===== config.mk =====
export PLATFORM = sky130hd
export DESIGN_NAME = aes_round_ctrl_flat
export DESIGN_NICKNAME = d
export VERILOG_FILES = /design/src/rtl/aes_round_ctrl_pkg.sv /design/src/rtl/aes_round_ctrl_if.sv /design/src/rtl/aes_round_ctrl.sv /design/src/flat_wrapper.sv
export SDC_FILE = /design/constraint.sdc
export NUM_CORES = 1
export LEC_CHECK = 0
export BUFFER_PORTS_ARGS = -buffer_cell sky130_fd_sc_hd__buf_2
export CAP_MARGIN = 20
export CORE_AREA = 4 4 69 71
export CTS_CLUSTER_SIZE = 30
export DETAILED_ROUTE_END_ITERATION = 12
export DIE_AREA = 0 0 73 75
export MAX_ROUTING_LAYER = met4
export PLACE_DENSITY = 0.43
export SLEW_MARGIN = 20
export SYNTH_ARGS = -nofsm -noshare
export SYNTH_HDL_FRONTEND = slang
export SYNTH_SLANG_ARGS = --single-unit

===== constraint.sdc =====
create_clock -name clk -period 2 [get_ports clk]
set_input_delay 0.1 -clock clk [delete_from_list [all_inputs] [get_ports clk]]
set_output_delay 0.1 -clock clk [all_outputs]
set_load 0.05 [all_outputs]

===== src/rtl/aes_round_ctrl_pkg.sv =====
// aes_pkg: shared AES controller types and constants.
package aes_pkg;
    localparam int AES_NR_128 = 10;
    localparam int RND_W = 4;
    typedef enum logic [1:0] {IDLE, LOAD, ROUND, FINAL} state_e;
endpackage


===== src/rtl/aes_round_ctrl_if.sv =====
// aes_round_ctrl_if: host handshake plus core-side sequencing strobes.
interface aes_round_ctrl_if
    import aes_pkg::*;
#(parameter int CNT_W = 16) ();
    logic             start;
    logic             ready;
    logic             accept;
    logic [RND_W-1:0] rndNo;
    logic             enbSB;
    logic             enbSR;
    logic             enbMC;
    logic             enbAR;
    logic             enbKS;
    logic             busy;
    logic             done;
    logic [CNT_W-1:0] blk_cnt;
    modport master (output start, input ready, accept, rndNo, enbSB, enbSR, enbMC, enbAR, enbKS, busy, done, blk_cnt);
    modport slave  (input start, output ready, accept, rndNo, enbSB, enbSR, enbMC, enbAR, enbKS, busy, done, blk_cnt);
endinterface


===== src/rtl/aes_round_ctrl.sv =====
// aes_round_ctrl: sequences the iterative AES core, one round per clock.
module aes_round_ctrl
    import aes_pkg::*;
#(
    parameter int NR    = AES_NR_128,
    parameter int CNT_W = 16
) (
    input logic             clk,
    input logic             rstn,
    aes_round_ctrl_if.slave bus
);
    localparam logic [RND_W-1:0] LAST = RND_W'(NR - 1);
    state_e           state_q, state_d;
    logic [RND_W-1:0] rnd_q, rnd_d;
    logic [CNT_W-1:0] cnt_q, cnt_d;
    always_ff @(posedge clk or negedge rstn) begin
        if (!rstn) begin
            state_q <= IDLE;
            rnd_q   <= '0;
            cnt_q   <= '0;
        end else begin
            state_q <= state_d;
            rnd_q   <= rnd_d;
            cnt_q   <= cnt_d;
        end
    end
    always_comb begin
        state_d = state_q;
        rnd_d   = rnd_q;
        cnt_d   = cnt_q;
        case (state_q)
            IDLE: begin
                state_d = bus.start ? LOAD : IDLE;
                rnd_d   = '0;
            end
            LOAD: begin
                state_d = ROUND;
                rnd_d   = RND_W'(1);
            end
            ROUND: begin
                state_d = (rnd_q == LAST) ? FINAL : ROUND;
                rnd_d   = rnd_q + RND_W'(1);
            end
            FINAL: begin
                // a start here chains straight into the next LOAD
                state_d = bus.start ? LOAD : IDLE;
                rnd_d   = '0;
                cnt_d   = cnt_q + CNT_W'(1);
            end
            default: begin
                state_d = IDLE;
                rnd_d   = '0;
            end
        endcase
    end
    assign bus.ready   = (state_q == IDLE) || (state_q == FINAL);
    assign bus.accept  = (state_q == LOAD);
    assign bus.rndNo   = rnd_q;
    assign bus.enbSB   = (state_q == ROUND) || (state_q == FINAL);
    assign bus.enbSR   = (state_q == ROUND) || (state_q == FINAL);
    assign bus.enbMC   = (state_q == ROUND);
    assign bus.enbAR   = (state_q != IDLE);
    assign bus.enbKS   = (state_q != IDLE);
    assign bus.busy    = (state_q != IDLE);
    assign bus.done    = (state_q == FINAL);
    assign bus.blk_cnt = cnt_q;
endmodule


===== src/flat_wrapper.sv =====
// flat-port wrapper written by rule: the top's interface ports become plain ports
module aes_round_ctrl_flat import aes_pkg::*;
#(
    parameter int NR    = AES_NR_128,
    parameter int CNT_W = 16
)
  (clk, rstn, bus_start, bus_ready, bus_accept, bus_rndNo, bus_enbSB, bus_enbSR, bus_enbMC, bus_enbAR, bus_enbKS, bus_busy, bus_done, bus_blk_cnt);
  aes_round_ctrl_if #(.CNT_W(CNT_W)) bus_i ();
  input logic clk;
  input logic rstn;
  input wire logic [$bits(bus_i.start)-1:0] bus_start;
  output wire logic [$bits(bus_i.ready)-1:0] bus_ready;
  output wire logic [$bits(bus_i.accept)-1:0] bus_accept;
  output wire logic [$bits(bus_i.rndNo)-1:0] bus_rndNo;
  output wire logic [$bits(bus_i.enbSB)-1:0] bus_enbSB;
  output wire logic [$bits(bus_i.enbSR)-1:0] bus_enbSR;
  output wire logic [$bits(bus_i.enbMC)-1:0] bus_enbMC;
  output wire logic [$bits(bus_i.enbAR)-1:0] bus_enbAR;
  output wire logic [$bits(bus_i.enbKS)-1:0] bus_enbKS;
  output wire logic [$bits(bus_i.busy)-1:0] bus_busy;
  output wire logic [$bits(bus_i.done)-1:0] bus_done;
  output wire logic [$bits(bus_i.blk_cnt)-1:0] bus_blk_cnt;
  assign bus_i.start = bus_start;
  assign bus_ready = bus_i.ready;
  assign bus_accept = bus_i.accept;
  assign bus_rndNo = bus_i.rndNo;
  assign bus_enbSB = bus_i.enbSB;
  assign bus_enbSR = bus_i.enbSR;
  assign bus_enbMC = bus_i.enbMC;
  assign bus_enbAR = bus_i.enbAR;
  assign bus_enbKS = bus_i.enbKS;
  assign bus_busy = bus_i.busy;
  assign bus_done = bus_i.done;
  assign bus_blk_cnt = bus_i.blk_cnt;
  aes_round_ctrl #(.NR(NR), .CNT_W(CNT_W)) u_core (.clk(clk), .rstn(rstn), .bus(bus_i));
endmodule

======== After elaboration in Yosys (flattened, before gate mapping) ========
Index checks and enable logic that the tools add are counted.
cells by class
  $add $sub $neg .......................... 2
  reductions and logical operators ........ 5
  equal/unequal tests ..................... 4
  multiplexer cells ....................... 4
operators with widths
  cell                                            count
  adder 16 x 1 -> 16 bit (second input constant)  1
  case mux 4 bit (3 select lines)                 1
  case mux 2 bit (3 select lines)                 1
  adder 4 x 1 -> 4 bit (second input constant)    1
  == test 2 bit (second input constant)           2
  == test 4 bit (second input constant)           1
  == test 2 x 1 -> 1 bit (second input constant)  1
  zero test 2 bit                                 1
  logical OR 1 bit                                2
  two-way mux 1 bit                               2
  nonzero test 2 bit                              1
  OR reduction 2 bit                              1
word-level totals
  logic and storage cells ................. 18
  bits of input ports ..................... 3
  bits in registers ....................... 22
  output and inout bits ................... 29

======== Logic depth before layout (Yosys ltp) ========
  depth after elaboration ................. 3
  mapped depth ............................ 5

======== Worst setup path after synthesis ========
Ideal clock, no wire load.
  kind .................................... register -> register
  from .................................... reg u_core.state_q[0]
  to ...................................... reg u_core.cnt_q[15], in the netlist u_core.bus.blk_cnt[15]
  arrival time ............................ 1.745 ns
  required time ........................... 1.918 ns
  clock period less this slack ............ 1.827 ns
  cell stages (with the launch flop) ...... 6
  setup slack ............................. 0.173 ns
  path through ............................ dfrtp_1 ha_1 buf_4 nand4_4 nor4_2 xor2_1
between the ends
  word-level cells in the longest chain between the ends .. 1
RTL lines
  item                    line                  RTL
  start, declared         aes_round_ctrl.sv:13  state_e state_q, state_d;
  start signal, assigned  aes_round_ctrl.sv:22  state_q <= state_d;
  == test 2 bit           -
  net bus_done            flat_wrapper.sv:21    output wire logic [$bits(bus_i.done)-1:0] bus_done;
  end signal, assigned    aes_round_ctrl.sv:24  cnt_q <= cnt_d;
  end, declared           aes_round_ctrl.sv:15  logic [CNT_W-1:0] cnt_q, cnt_d;
The timed path passes the listed nets, and every way through them passes these cells.
A chain may end at the register's enable or synchronous reset.

======== Final worst setup path ========
  from .................................... reg u_core.state_q[0]
  to ...................................... out bus_enbSB
between the ends
  word-level cells in the longest chain between the ends .. 2
  elaborated cells between the ends (all ways) .. 3
  those cells by class .................... eq/ne (2); reduce/logical (1)
RTL lines
  item                line                  RTL
  == test 2 bit       aes_round_ctrl.sv:59  assign bus.enbSB = (state_q == ROUND) || (state_q == FINAL);
  logical OR 1 bit *  aes_round_ctrl.sv:59
  end, declared       flat_wrapper.sv:15    output wire logic [$bits(bus_i.enbSB)-1:0] bus_enbSB;
Every way passes the cells marked *; elsewhere a longest branch is shown, timed or not.

==> flow_summary_export.csv <==
group,metric,value,unit
timing,setup_slack,0.3282,ns
grt,grt.total_usage,9.612,%
timing,slew_violations,0,
logic_synthesis,ys_warn_count,0,
grt,grt_pass1_vias,784,
setup_path,cp_slowest_cell,"dfrtp_1",
timing,setup_violations,0,
timing,period_minus_slack,1.672,ns
timing,finalHoldViolations,0,
setup_path,cp.arrival,1.57,ns
logic_synthesis,ys_seq_area_share,49.11,%
floorplan,core_area,4234,um2
timing,slew_headroom,65.37,%
clock_network,clk_pin_slew,0.08,ns
logic_synthesis,syn_area,1121,um2
timing,fmax,598.2,MHz
grt,grt_overflow_total,0,
grt,antenna_found_initial,0,
placed_design,dp_slack,0.4038,ns
timing,rsz0062_at_grt,"no",
setup_path,crit_family,"flip-flops",
placed_design,hpwl,1737,um
status,status,"complete, no violations",
cells_and_area,final_util,32.18,%
floorplan,start_util,26.48,%
timing,fin_skew,0.001686,ns
route,finalWirelength,2289,um
cells_and_area,area_growth,21.54,%
setup_path,slowest_delay,0.42,ns
power,ir_drop,1.285,mV
route,met2_length,971,um
setup_path,crit_chain,"ha_1, or2_2, buf_2",
route,drt_iter0_markers,50,
logic_synthesis,synthCells,95,
logic_synthesis,synth_top_area_cell,"dfrtp_1",
setup_path,worstSetupEndpointType,"output port",
setup_path,crit_fanout,8,
setup_path,ff2ff_setup_slack,0.41,ns
clock_network,clock_path_buffers,2,
route,met1_length,1135,um
cells_and_area,layout_commonest_cell,"buf_2",
logic_synthesis,synth-seq-cells,22,
route,met3_length,138,um
clock_network,htree_levels,1,
clock_network,cts-root-buf,"clkbuf_8",
route,vias,789,
floorplan,die_h,75,um
route,first_pass_iters,4,
placed_design,dp.cells,174,
logic_synthesis,synth_top_area_share,49.11,%
cells_and_area,regArea,550.5,um2
placed_design,gp_congestion,0.8007,
power,cellLeakagePower,0.0006990,uW
logic_synthesis,synth_area_leaders,"dfrtp_1 49%, ha_1 8.9%, xor2_1 8.6%",
grt,grt_pass1_wl,3822,um
cells_and_area,layoutNonFillerInstCount,178,
route,vias_per_cell,4.433,
logic_synthesis,synth_cell_types,21,
floorplan,num_rows,24,
hold_path,hold_class,"in -> reg",
cells_and_area,mostFrequentLayoutCells,"31 x buf_2, 22 x dfrtp_1, 11 x xor2_1",
grt,grt_max_degree,23,
floorplan,die_area,5475,um2
cells_and_area,n_antenna_cell,0,
route,routedWlPerCell,12.86,um
clock_network,cts.sinks,22,
placed_design,io_buffer_count,31,
clock_network,postCtsSetupBuffers,0,
clock_network,insertion_delay,0.26,ns
cells_and_area,nNetsFinal,139,
power,power.density,1448,nW/um2
flow_run,max_cap_viol_count,0,
cells_and_area,multi_input_area,510.5,um2
timing,finalCritPeriodShare,83.59,%
route,drc,0,
logic_synthesis,syn_area_per_cell,11.80,um2
timing,timing.setup.tns,0,ns
setup_path,required,1.90,ns
timing,worstMarginPinSlew,0.5195,ns
route,maxUsedRoutingLayer,"met4",
clock_network,numCtsBuffers,3,
setup_path,setup.worst_path.start_class,"register",
clock_network,cts_repair_resize_count,0,
cells_and_area,n_fill_cell,438,
floorplan,fp.dieW,73,um
clock_network,cts_tree,"yes",
setup_path,critPathKind,"reg -> out",
cells_and_area,final_layout_size_suffix_gt1_share,34.92,%
floorplan,ios,32,
logic_synthesis,synth_fp_nets,106,
route,antenna_left,0,
setup_path,path_buf_inv,1,
[report_power, final]
| part | switching, uW | internal [uW] |
|---|---|---|
| combinational | 816 | 240 |
| clock | 140 | 134 |
| sequential | 117 | 525 |
[registers in the layout (all words and copies together), names as in the netlist]
signal              cells
u_core.bus.blk_cnt     16
u_core.state_q          2
u_core.bus.rndNo        4
[cell families after synthesis]
logic type               Yosys count  share of synthesized area (%)
XOR/XNOR                          17                          13.28
flip-flops                        22                          49.11
buffers and inverters             12                          5.357
AND/OR/NAND/NOR                   33                          21.21
adder cells (fa/ha/maj)            8                          8.929
AO/OA/AOI/OAI                      2                          1.116
multiplexers                       1                          1.004
[path summary, 6_finish.rpt]
check | start | end | cells past startpoint
worst max-delay path | u_core.state_q[0] | bus_enbSB | 3
worst min-delay path | bus_start | u_core.state_q[0] | 3
worst max register to register | u_core.state_q[0] | u_core.bus.blk_cnt[15] | 4
worst min register to register | u_core.bus.blk_cnt[15] | u_core.bus.blk_cnt[15] | 1
max in group asynchronous | rstn | u_core.bus.blk_cnt[7] | 2
min in group asynchronous | rstn | u_core.bus.rndNo[1] | 2
[worst register-to-register path, delay by kind of cell (launching register included)]
| family | cells | cell delay (ns) |
|---|---|---|
| AND/OR/NAND/NOR | 2 | 0.56 |
| flip-flops | 1 | 0.40 |
| adder cells (fa/ha/maj) | 1 | 0.39 |
| XOR/XNOR | 1 | 0.17 |
[area by class of cell]
class,instances,area share [%]
well taps,52,4.775
repair buffers,32,12.12
multi-input cells,61,37.47
flip-flops and latches,22,40.40
clock buffers,3,3.030
inverters,8,2.204
[cell usage after synthesis]
cell type / n
dfrtp_1: 22
xor2_1: 11
ha_1: 8
inv_1: 8
nand4_1: 6
xnor2_1: 6
nand2_1: 5
nor2_1: 5
nor4_2: 5
buf_4: 4
nor3_1: 4
nand3_1: 2
a21o_1: 1
a21oi_1: 1
mux2_2: 1
nand2b_1: 1
nand3_2: 1
nand3_4: 1
nand4_4: 1
nand4b_1: 1
or2_2: 1
[per-layer routing]
| layer | vias up | global-route usage, % |
|---|---|---|
| met5 | - | - |
| met1 | 378 | 13.06 |
| li1 | 380 | - |
| met2 | 27 | 13.31 |
| met4 | 0 | 3.689 |
| met3 | 4 | 2.937 |
[metrics by stage]
step                      power, uW  hold WS [ns]  area [um2]
after CTS                      2003       0.06564        1363
after detailed placement       1711        0.1111        1311
final                          1974       0.07371        1363
after global routing           2095       0.07079        1363
after floorplan                1540       -0.1956        1121
after global placement         1711        0.1043        1311
[repair_timing]
| item | CTS | global route |
|---|---|---|
| endpoints found under the setup margin | 0 | 0 |
| endpoints found under the hold margin | 22 | 0 |
| hold buffers | 1 | 0 |
No activity file was read; power rests on OpenSTA's default activity.
